File: src/rtl/key_event_capture.sv
// key_event_capture: synchronises the active-low priority-encoder outputs,
// debounces press and release, and emits press / auto-repeat key events
// through a single-entry valid/ready output register.
module key_event_capture #(
  parameter int DEBOUNCE_CYCLES = 1000,
  parameter int REPEAT_DELAY    = 5000,
  parameter int REPEAT_PERIOD   = 2000,
  parameter int CNT_W           = 20
) (
  input  logic       clk,
  input  logic       rst_n,
  input  logic       qc,
  input  logic       qb,
  input  logic       qa,
  input  logic       gs,
  output logic [2:0] key_code,
  output logic       key_repeat,
  output logic       key_valid,
  input  logic       key_ready,
  output logic       key_held,
  output logic       overrun,
  input  logic       clr_overrun
);

  typedef enum logic [1:0] {IDLE, PRESS_DB, HELD, REL_DB} state_t;
  typedef enum logic {PH_DELAY, PH_PERIOD} phase_t;

  typedef struct packed {
    logic [2:0] code;
    logic       rep;
  } key_evt_t;

  // Compare against "limit - 1" so a counter starting at 0 fires on the limit-th edge.
  localparam logic [CNT_W-1:0] DB_LAST    = CNT_W'(DEBOUNCE_CYCLES - 1);
  localparam logic [CNT_W-1:0] DELAY_LAST = CNT_W'(REPEAT_DELAY - 1);
  localparam logic [CNT_W-1:0] PER_LAST   = CNT_W'(REPEAT_PERIOD - 1);
  localparam bit               REP_EN     = (REPEAT_DELAY != 0);

  logic [3:0]       sync1, sync2;
  logic             s_gs;
  logic [2:0]       s_code;

  state_t           state, state_n;
  logic [2:0]       cand, cand_n;
  logic [CNT_W-1:0] cnt, cnt_n;
  logic [CNT_W-1:0] rep_cnt, rep_cnt_n;
  phase_t           rep_phase, rep_phase_n;
  logic [CNT_W-1:0] rep_last;

  logic             ev_vld;
  key_evt_t         ev;
  logic             take, drop;

  // Two-flop synchroniser; idles at "no key" (all ones, active-low).
  always_ff @(posedge clk or negedge rst_n) begin
    if (!rst_n) begin
      sync1 <= 4'b1111;
      sync2 <= 4'b1111;
    end else begin
      sync1 <= {gs, qc, qb, qa};
      sync2 <= sync1;
    end
  end

  assign s_gs     = sync2[3];
  assign s_code   = ~sync2[2:0];
  assign rep_last = (rep_phase == PH_DELAY) ? DELAY_LAST : PER_LAST;

  // FSM and counter registers; key_held is registered from the next state.
  always_ff @(posedge clk or negedge rst_n) begin
    if (!rst_n) begin
      state     <= IDLE;
      cand      <= '0;
      cnt       <= '0;
      rep_cnt   <= '0;
      rep_phase <= PH_DELAY;
      key_held  <= 1'b0;
    end else begin
      state     <= state_n;
      cand      <= cand_n;
      cnt       <= cnt_n;
      rep_cnt   <= rep_cnt_n;
      rep_phase <= rep_phase_n;
      key_held  <= (state_n == HELD) || (state_n == REL_DB);
    end
  end

  // Debounce / repeat next-state logic; raises ev_vld for one cycle per event.
  always_comb begin
    state_n     = state;
    cand_n      = cand;
    cnt_n       = cnt;
    rep_cnt_n   = rep_cnt;
    rep_phase_n = rep_phase;
    ev_vld      = 1'b0;
    ev          = '{code: cand, rep: 1'b0};
    case (state)
      IDLE: begin
        if (!s_gs) begin
          state_n = PRESS_DB;
          cand_n  = s_code;
          cnt_n   = '0;
        end
      end
      PRESS_DB: begin
        if (s_gs) begin
          state_n = IDLE;
        end else if (s_code != cand) begin
          cand_n = s_code;
          cnt_n  = '0;
        end else if (cnt == DB_LAST) begin
          state_n     = HELD;
          ev_vld      = 1'b1;
          rep_cnt_n   = '0;
          rep_phase_n = PH_DELAY;
        end else begin
          cnt_n = cnt + 1'b1;
        end
      end
      HELD: begin
        // Repeat counters freeze while in REL_DB so a bounce does not reset them.
        if (s_gs || (s_code != cand)) begin
          state_n = REL_DB;
          cnt_n   = '0;
        end else if (REP_EN) begin
          if (rep_cnt == rep_last) begin
            ev_vld      = 1'b1;
            ev.rep      = 1'b1;
            rep_cnt_n   = '0;
            rep_phase_n = PH_PERIOD;
          end else begin
            rep_cnt_n = rep_cnt + 1'b1;
          end
        end
      end
      REL_DB: begin
        // Any other key pressed counts as a release of the held one.
        if (!s_gs && (s_code == cand)) begin
          state_n = HELD;
        end else if (cnt == DB_LAST) begin
          state_n = IDLE;
        end else begin
          cnt_n = cnt + 1'b1;
        end
      end
      default: state_n = IDLE;
    endcase
  end

  // A slot freed by a same-cycle handshake can take the new event.
  assign take = ev_vld && (!key_valid || key_ready);
  assign drop = ev_vld && key_valid && !key_ready;

  // Single-entry output register.
  always_ff @(posedge clk or negedge rst_n) begin
    if (!rst_n) begin
      key_code   <= '0;
      key_repeat <= 1'b0;
      key_valid  <= 1'b0;
    end else if (take) begin
      key_code   <= ev.code;
      key_repeat <= ev.rep;
      key_valid  <= 1'b1;
    end else if (key_valid && key_ready) begin
      key_valid  <= 1'b0;
    end
  end

  // Sticky overrun; a drop in the same cycle beats the clear.
  always_ff @(posedge clk or negedge rst_n) begin
    if (!rst_n)           overrun <= 1'b0;
    else if (drop)        overrun <= 1'b1;
    else if (clr_overrun) overrun <= 1'b0;
  end

endmodule

File: config.mk
export PLATFORM = sky130hd
export DESIGN_NAME = key_event_capture
export DESIGN_NICKNAME = d
export VERILOG_FILES = /design/src/rtl/key_event_capture.sv
export SDC_FILE = /design/constraint.sdc
export NUM_CORES = 1
export LEC_CHECK = 0
export ABC_AREA = 1
export BUFFER_PORTS_ARGS = -buffer_cell sky130_fd_sc_hd__buf_4
export CAP_MARGIN = 20
export CORE_MARGIN = 2
export CORE_UTILIZATION = 35
export CTS_BUF_LIST = sky130_fd_sc_hd__clkbuf_2
export CTS_CLUSTER_DIAMETER = 150
export DETAILED_ROUTE_END_ITERATION = 10
export GPL_TIMING_DRIVEN = 0
export PLACE_DENSITY = 0.5
export SLEW_MARGIN = 0
export SYNTH_ARGS = -nofsm -noshare
export SYNTH_HDL_FRONTEND = slang
export SYNTH_SLANG_ARGS = --single-unit
File: constraint.sdc
create_clock -name clk -period 1.9 [get_ports clk]
set_clock_uncertainty 0.05 [all_clocks]
set_input_delay 0.38 -clock clk [delete_from_list [all_inputs] [get_ports clk]]
set_output_delay 0.38 -clock clk [all_outputs]
set_load 0.05 [all_outputs]
### Word level (Yosys, flattened, before mapping)

Cells that the tools add are included.

* register bits after elaboration: 61
* output and inout bits: 7

* add/sub/neg operators: 2
* equality and inequality tests: 18
* muxes and demuxes: 43
* bitwise logic cells: 1
* reductions and logical operators: 20

Operators with widths (number)
* $mux 20: 11
* $pmux 20 s4: 1
* $add 20x1->20 const B: 2
* $pmux 20 s2: 1
* $eq 20x10->1 const B: 1
* $eq 20x13->1: 1
* $ne 2x2->1 const B: 9
* $mux 1: 15
* $mux 2: 7
* $mux 13: 1
* $mux 3: 3
* $eq 2x2->1 const B: 4
* $pmux 2 s4: 1
* $reduce_and 4->1: 2
* $reduce_bool 2->1: 4
* $pmux 3 s2: 1
* $reduce_and 6->1: 1
* $logic_and 1x1->1: 5
* $reduce_and 5->1: 1
* $pmux 1 s2: 2
* $eq 3x3->1: 1
* $logic_not 1->1: 3
* $logic_or 1x1->1: 3
* $ne 3x3->1: 1
* other kinds (3): 3

### Logic depth before layout (Yosys ltp)

Gate-level depths: netlist of the first run.

* word-level depth: 8
* mapped depth: 13
* gate-level depth less buffers: 12

### Least setup slack after synthesis of the first run

OpenSTA, ideal clock, no wires.

* path kind: reg2reg
* from: register, netlist name key_held
* to: register cnt[1]
* data arrival time: 2006 ps
* data required time: 1732 ps
* path slack: -274 ps
* stages on the path, launching flop included: 10
* period minus slack after synthesis: 2174 ps
* path through: dfrtp_1 -> inv_1 -> ha_1 -> buf_2 -> o21ai_1 -> nand2_2 -> inv_2 -> nand2_1 -> nand2_1 -> nor2_1

RTL lines
* end signal: assignment: RTL line 81 `cnt <= cnt_n;`
* end: declaration: RTL line 45 `logic [CNT_W-1:0] cnt, cnt_n;`

### Worst setup path after layout of the first run

* from: register sync2[0]
* to: register rep_cnt[17]

* longest elaborated chain between the ends: 5
* elaborated cells between the ends (all ways): 6
* classes of those cells: eq/ne: 3; bitwise: 1; reduce/logical: 2

Ends and longest elaborated chain
* start: declaration: RTL line 39 `logic [3:0] sync1, sync2;`
* start signal: assignment: RTL line 61 `sync2 <= sync1;`
* $not 3->3 (*): RTL line 66 `assign s_code = ~sync2[2:0];`
* $ne 3x3->1 (*): RTL line 108, 122
* $logic_or 1x1->1: RTL line 122 `if (s_gs || (s_code != cand)) begin`
* $ne 2x2->1 (no line)
* $reduce_and 5->1 (no line) (*)
* end signal: assignment: RTL line 82 `rep_cnt <= rep_cnt_n;`
* end: declaration: RTL line 46 `logic [CNT_W-1:0] rep_cnt, rep_cnt_n;`

Every way passes the cells marked *; elsewhere a longest branch is shown, timed or not.
A chain may end at the register's enable or synchronous reset.

==> impl_metrics.ini, run 1 <==
[synth]
synth-seq-cells = 60
syn-cell-area_mm2 = 0.00416
synth-edff-count = 0
yosysMostFrequentCell = nand2_1
seq_area_frac_synth_pct = 36.4
netlist.area_leader.share_pct = 31.3
netlist_top_cells_count = 216 x nand2_1, 84 x nor2_1, 67 x inv_1
synthDistinctLibCells = 31
netlist_top_cells_area = dfrtp_1 31%, nand2_1 20%, nor2_1 7.6%
synthArstFlopShare_pct = 100
synthFlopType = dfrtp_1
netlist_instances = 633
synth_top_area_cell = dfrtp_1
avgSynthCellArea_um2 = 6.56
syn_nets = 647
ys_warn_count = 0

[setup_path]
crit_family = simple AND/OR/NAND/NOR gates
critical_path.max_stage_delay_ns = 0.61
path_max_fanout = 6
start_kind = flip-flop
r2r_setup_slack_ns = 0.004
crit_buf_inv = 2
critPathKind = reg -> reg
arrival_ns = 2.36
end_kind = flip-flop
cp.required_ns = 2.37
path_cells = nor2_4 > nor2_4 > nand3_4 > nor2_8 > inv_4 > nand2_4 > nand2_8 > nor2_8 > clkbuf_16 > nand2_2 > nand2_1
crit_slowest_cell = dfstp_2

[global_routing]
grt_pass1_vias = 3896
grt_max_degree = 61
grt_overflow_total = 0
track_usage_pct = 19.0
grt_pass1_wl_mm = 19.2
antenna_found_initial = 0

[timing]
finalCritPeriodShare_pct = 99.8
tightest_slew_ns = 0.816
rsz0062_at_grt = yes
slew_violations = 0
hold_ws_ns = 0.154
period_needed_ns = 1.90
setup_viol = 0
fmax_mhz = 527
final-hold-violation-count = 0
relSlewSlack_pct = 45.6
fin_ws_ns = 0.00360

[detailed_routing]
vias = 4218
drc = 0
drtAntennaViolNets = 0
wl_per_cell_um = 14.0
wl_mm = 11.7
first_pass_iters = 5
viasPerCell = 5.03
drt-initial-drc-count = 290

[power_and_ir_drop]
powerDensity_mw_per_mm2 = 821
power.leakage_nw = 2.42
ir_worst_vdd_mv = 0.741

[layout]
layout.nets = 704
drive_above_1_share_pct = 20.7
n_antenna_cell = 0
design_area_mm2 = 0.00517
layout-area-overhead-vs-synth_pct = 24.4

[place]
place.gp.congestion = 0.891
hpwlAfterDp_mm = 8.12
pre_cts_ws_ns = -0.224
portBuffers = 14
dpl_cell_area_mm2 = 0.00445

[die]
die_x_um = 113
start_util_pct = 36.1
die_height_um = 113
num_rows = 39
io_pins = 15
core-area_mm2 = 0.0115
die_area_mm2 = 0.0128

[run]
drv_cap = 0

[clock_network]
clkTransAtPathRegs_ns = 0.21
cts_buffer_depth = 2
cts_htree_levels = 3
clock_latency_ns = 0.57
cts_root_buf = clkbuf_2
numCtsBuffers = 9
cts_num_sinks = 60
cts_tree = built

[outcome]
status = finished clean

[worst_hold_path]
hp-class = in -> reg
## layout make-up
cell class / count / area (um2)
buffer: 15 / 134
clock buffer: 9 / 45.0
clock inverter: 7 / 124
fill: 1212 / 6350
inverter: 70 / 270
multi-input combinational: 487 / 2500
sequential: 60 / 1520
tap: 143 / 179
timing repair buffer: 47 / 402
## report_power, final
part	internal, W	switching [W]	leakage, nW
clock	0.000575	0.000575	0.0927
combinational	0.000680	0.000982	1.53
sequential	0.00136	0.0000737	0.795
## final timing paths
check / depth (start not counted) / endpoint / from
min in group asynchronous: 2 / cnt[11]$_DFFE_PN0P_ / rst_n
hold reg to reg: 0 / sync2[3]$_DFF_PN1_ / sync1[3]$_DFF_PN1_
setup / recovery: 11 / rep_cnt[17]$_DFFE_PN0P_ / sync2[0]$_DFF_PN1_
setup reg to reg: 11 / rep_cnt[17]$_DFFE_PN0P_ / sync2[0]$_DFF_PN1_
hold / removal: 4 / key_valid$_DFFE_PN0P_ / key_ready
max in group asynchronous: 2 / key_held$_DFF_PN0_ / rst_n
## worst reg2reg max path, stage by stage, from the launching register on
cell       delay, ns
dfstp_2         0.61
nor2_4          0.04
nor2_4          0.10
nand3_4         0.14
nor2_8          0.19
inv_4           0.07
nand2_4         0.10
nand2_8         0.08
nor2_8          0.19
clkbuf_16       0.18
nand2_2         0.05
nand2_1         0.06
## routing by layer
layer	part of all wire (%)	vias up	wire [um]	GRT usage (%)
met1	49	1985	5690	26.2
met3	3.3	20	384	3.00
li1	-	2132	-	-
met2	46	81	5380	29.7
met5	0	-	0	0
met4	2.1	0	249	8.21
## cells in the final DEF, fill, tap and decap left out, types with 2 or more instances in the layout
master,n
dfstp_2,8
nand2_2,18
nor2_1,74
nand3_1,57
xnor2_1,3
nand4_1,22
ha_1,3
dlygate4sd3_1,6
clkinv_4,2
a21oi_1,3
nor2_8,2
buf_6,5
o21ai_4,2
o21bai_1,2
nand2_8,2
nand3_4,2
nand2_4,4
inv_1,65
bufinv_16,3
nor2_4,7
nor2_2,8
nor3_1,13
o21ai_0,27
buf_4,40
inv_6,2
xor2_1,11
ha_4,2
dfrtp_2,4
dfrtp_1,48
inv_2,3
nand2_1,200
nand3_2,4
o21ai_2,3
clkbuf_2,14
o21ai_1,14
buf_8,3
## what timing repair did
| item | 4_1_cts | 5_1_grt |
|---|---|---|
| endpoints found under the hold margin | 57 | 0 |
| pin swaps | 1 | 13 |
| hold buffers | 6 | 0 |
| setup endpoints to repair | 49 | 50 |
| gates resized for setup | 21 | 64 |
| setup buffers | 6 | 19 |
| cloned | 0 | 2 |
## metrics by stage
| stage | total power [W] | instances | util (%) | setup TNS [ns] |
|---|---|---|---|---|
| after floorplan | 0.00218 | 633 | - | 0 |
| after global routing | 0.00448 | 838 | 44.9 | -1.29 |
| after global placement | 0.00252 | 790 | 38.6 | -3.25 |
| after CTS | 0.00384 | 818 | 41.7 | -0.00505 |
| final | 0.00424 | 838 | 44.9 | 0 |
| after detailed placement | 0.00253 | 790 | 38.6 | -4.12 |
## sequential cells by signal, indices dropped and copies added, names as in the netlist
register    flops
sync2           4
cnt            20
rep_cnt        20
cand            3
rep_phase       1
key_code        3
key_held        1
overrun         1
sync1           4
state           1
key_valid       1
key_repeat      1
## cell families (layout without fill, tap and decap cells)
family | after synthesis | in the layout | synth area share (%)
and+or+nand+nor | 415 | 415 | 43.8
AOI/OAI and AO/OA | 52 | 52 | 6.53
buffers and inverters | 86 | 148 | 8.52
xor gates and xnor gates | 14 | 14 | 2.95
DFF | 60 | 60 | 36.4
adders and majority gates | 6 | 6 | 1.81
Note: power is estimated with default switching activity, not from simulation.
==> inputs of run 2 (changes only) <==
--- a/config.mk
+++ b/config.mk
@@ -8,13 +8,12 @@
 export ABC_AREA = 1
 export BUFFER_PORTS_ARGS = -buffer_cell sky130_fd_sc_hd__buf_4
 export CAP_MARGIN = 20
-export CORE_MARGIN = 2
 export CORE_UTILIZATION = 35
 export CTS_BUF_LIST = sky130_fd_sc_hd__clkbuf_2
 export CTS_CLUSTER_DIAMETER = 150
 export DETAILED_ROUTE_END_ITERATION = 10
 export GPL_TIMING_DRIVEN = 0
-export PLACE_DENSITY = 0.5
+export PLACE_DENSITY = 0.55
 export SLEW_MARGIN = 0
 export SYNTH_ARGS = -nofsm -noshare
 export SYNTH_HDL_FRONTEND = slang
==> run 2 against run 1 <==
Non-clock buffer count is 7 lower. Sequential power hardly changed. Routed wire length is 2.6% lower. Largest power group unchanged. Hold slack better by 0.0034 ns. Flip-flop and latch count stayed put. Die area is 3.5% lower. Via count is 1.3% lower. Design area is 2.2% lower. Total power is 12% lower. Fmax is 0.11% higher.
==> impl_metrics.ini, run 2 (synthesized netlist as in run 1, its figures left out) <==
[outcome]
status = finished clean

[setup_path]
end_kind = flip-flop
critPathKind = reg -> reg
crit_buf_inv = 2
critical_path.max_stage_delay_ns = 0.58
reg2regPathDepth = 11
start_kind = flip-flop
r2r_setup_slack_ns = 0.006
path_common_cell = nand2_1
reg2reg_to = rep_cnt[9]$_DFFE_PN0P_
cp.required_ns = 2.34
path_cells = nand2_1 > nand2_2 > nand3_4 > nor2_8 > inv_4 > nand2_4 > nand2_8 > nor2_8 > clkbuf_16 > nand2_1 > nand2_1
cp.depth = 11
path_max_fanout = 6
arrival_ns = 2.34
r2r_start = sync2[1]$_DFF_PN1_
crit_slowest_cell = dfstp_2
crit_family = simple AND/OR/NAND/NOR gates

[detailed_routing]
drt-initial-drc-count = 214
wl_per_cell_um = 13.7
drc = 0
wl_mm = 11.4
viasPerCell = 5.01
drtAntennaViolNets = 0
first_pass_iters = 5
vias = 4162

[die]
num_rows = 39
die_x_um = 111
start_util_pct = 36.1
die_area_mm2 = 0.0123
io_pins = 15
die_height_um = 111
core-area_mm2 = 0.0115

[timing]
period_needed_ns = 1.89
fmax_mhz = 528
tightest_slew_ns = 0.822
final-hold-violation-count = 0
fin_ws_ns = 0.00560
relSlewSlack_pct = 45.2
slew_violations = 0
finalCritPeriodShare_pct = 99.7
hold_ws_ns = 0.157
setup_viol = 0
rsz0062_at_grt = yes

[global_routing]
grt_max_degree = 61
grt_pass1_vias = 3903
grt_overflow_total = 0
track_usage_pct = 19.7
grt_pass1_wl_mm = 19.1
antenna_found_initial = 0

[worst_hold_path]
min_to = key_valid$_DFFE_PN0P_
worstHoldStart = key_ready
hold_path_depth = 4
hp-class = in -> reg

[power_and_ir_drop]
powerDensity_mw_per_mm2 = 741
total_power_w = 0.00375
ir_worst_vdd_mv = 0.516
power.leakage_nw = 2.36

[layout]
n_antenna_cell = 0
drive_above_1_share_pct = 19.3
reg_top3 = cnt (20), rep_cnt (20)
final_core_util_pct = 43.9
layout.nets = 697
design_area_mm2 = 0.00505
layout-area-overhead-vs-synth_pct = 21.7
nFillCells = 1212
final_common_cell = nand2_1
final_cell_mix = 205 x nand2_1, 76 x nor2_1, 62 x inv_1

[clock_network]
cts_tree = built
cts_htree_levels = 3
cts_buffer_depth = 2
clock_latency_ns = 0.57
clkTransAtPathRegs_ns = 0.21
cts_root_buf = clkbuf_2
cts_num_sinks = 60
numCtsBuffers = 9

[place]
place.gp.congestion = 0.883
dpl_cell_area_mm2 = 0.00445
pre_cts_ws_ns = -0.244
hpwlAfterDp_mm = 7.93
portBuffers = 14

[run]
drv_cap = 0
==> run 2: per-layer routing <==
layer  vias to the layer above  GRT usage [%]  part of all wire (%)
met5                         -              0                     0
met2                        75           31.9                    47
li1                       2125              -                     -
met1                      1941           25.8                    47
met3                        21           3.44                   3.9
met4                         0           8.40                   2.2
==> run 2: layout make-up <==
cell class	instances	area [um2]	area share, %
tap	143	179	3.54
clock buffer	9	45.0	0.891
buffer	15	126	2.50
clock inverter	7	52.6	1.04
timing repair buffer	40	379	7.50
inverter	70	268	5.30
sequential	60	1520	30.0
multi-input combinational	487	2490	49.2
==> run 2: what timing repair did <==
action                     4_1_cts  5_1_grt
pin swaps                        0       12
resized for setup               15       62
buffers inserted                 5       13
setup endpoints to repair       50       48
gates cloned                     0        2
hold endpoints to repair        57        0
hold buffers                     6        0
==> run 2: stage by stage <==
step | TNS, ns | instances
2_1_floorplan | 0 | 633
5_1_grt | -1.57 | 831
4_1_cts | 0 | 817
3_3_place_gp | -2.89 | 790
6_report | 0 | 831
3_5_place_dp | -3.28 | 790
==> run 2: how the worst max path moves through the flow <==
stage          slack, ns                    from                       to
2_1_floorplan       0.02      key_held$_DFF_PN0_       cnt[1]$_DFFE_PN0P_
3_3_place_gp       -0.20      key_held$_DFF_PN0_      cand[2]$_DFFE_PN0P_
3_5_place_dp       -0.24      key_held$_DFF_PN0_      cand[2]$_DFFE_PN0P_
4_1_cts            0.001  rep_cnt[0]$_DFFE_PN0P_  key_code[2]$_DFFE_PN0P_
5_1_grt            -0.09      sync2[1]$_DFF_PN1_   rep_cnt[9]$_DFFE_PN0P_
6_report           0.006      sync2[1]$_DFF_PN1_   rep_cnt[9]$_DFFE_PN0P_
==> run 2: power breakdown <==
group	total, W	switching (W)	internal (W)	leakage [nW]
Combinational	0.00156	0.000930	0.000627	1.51
Sequential	0.00143	0.0000770	0.00136	0.792
Clock	0.000756	0.000582	0.000174	0.0522
Total	0.00375	0.00159	0.00216	2.36
==> run 2: worst register-to-register path, delay by kind of cell, from the launching register on <==
family	cells	cell delay, ns
AND/OR/NAND/NOR	9	0.94
flip-flops	1	0.58
buffers and inverters	2	0.25
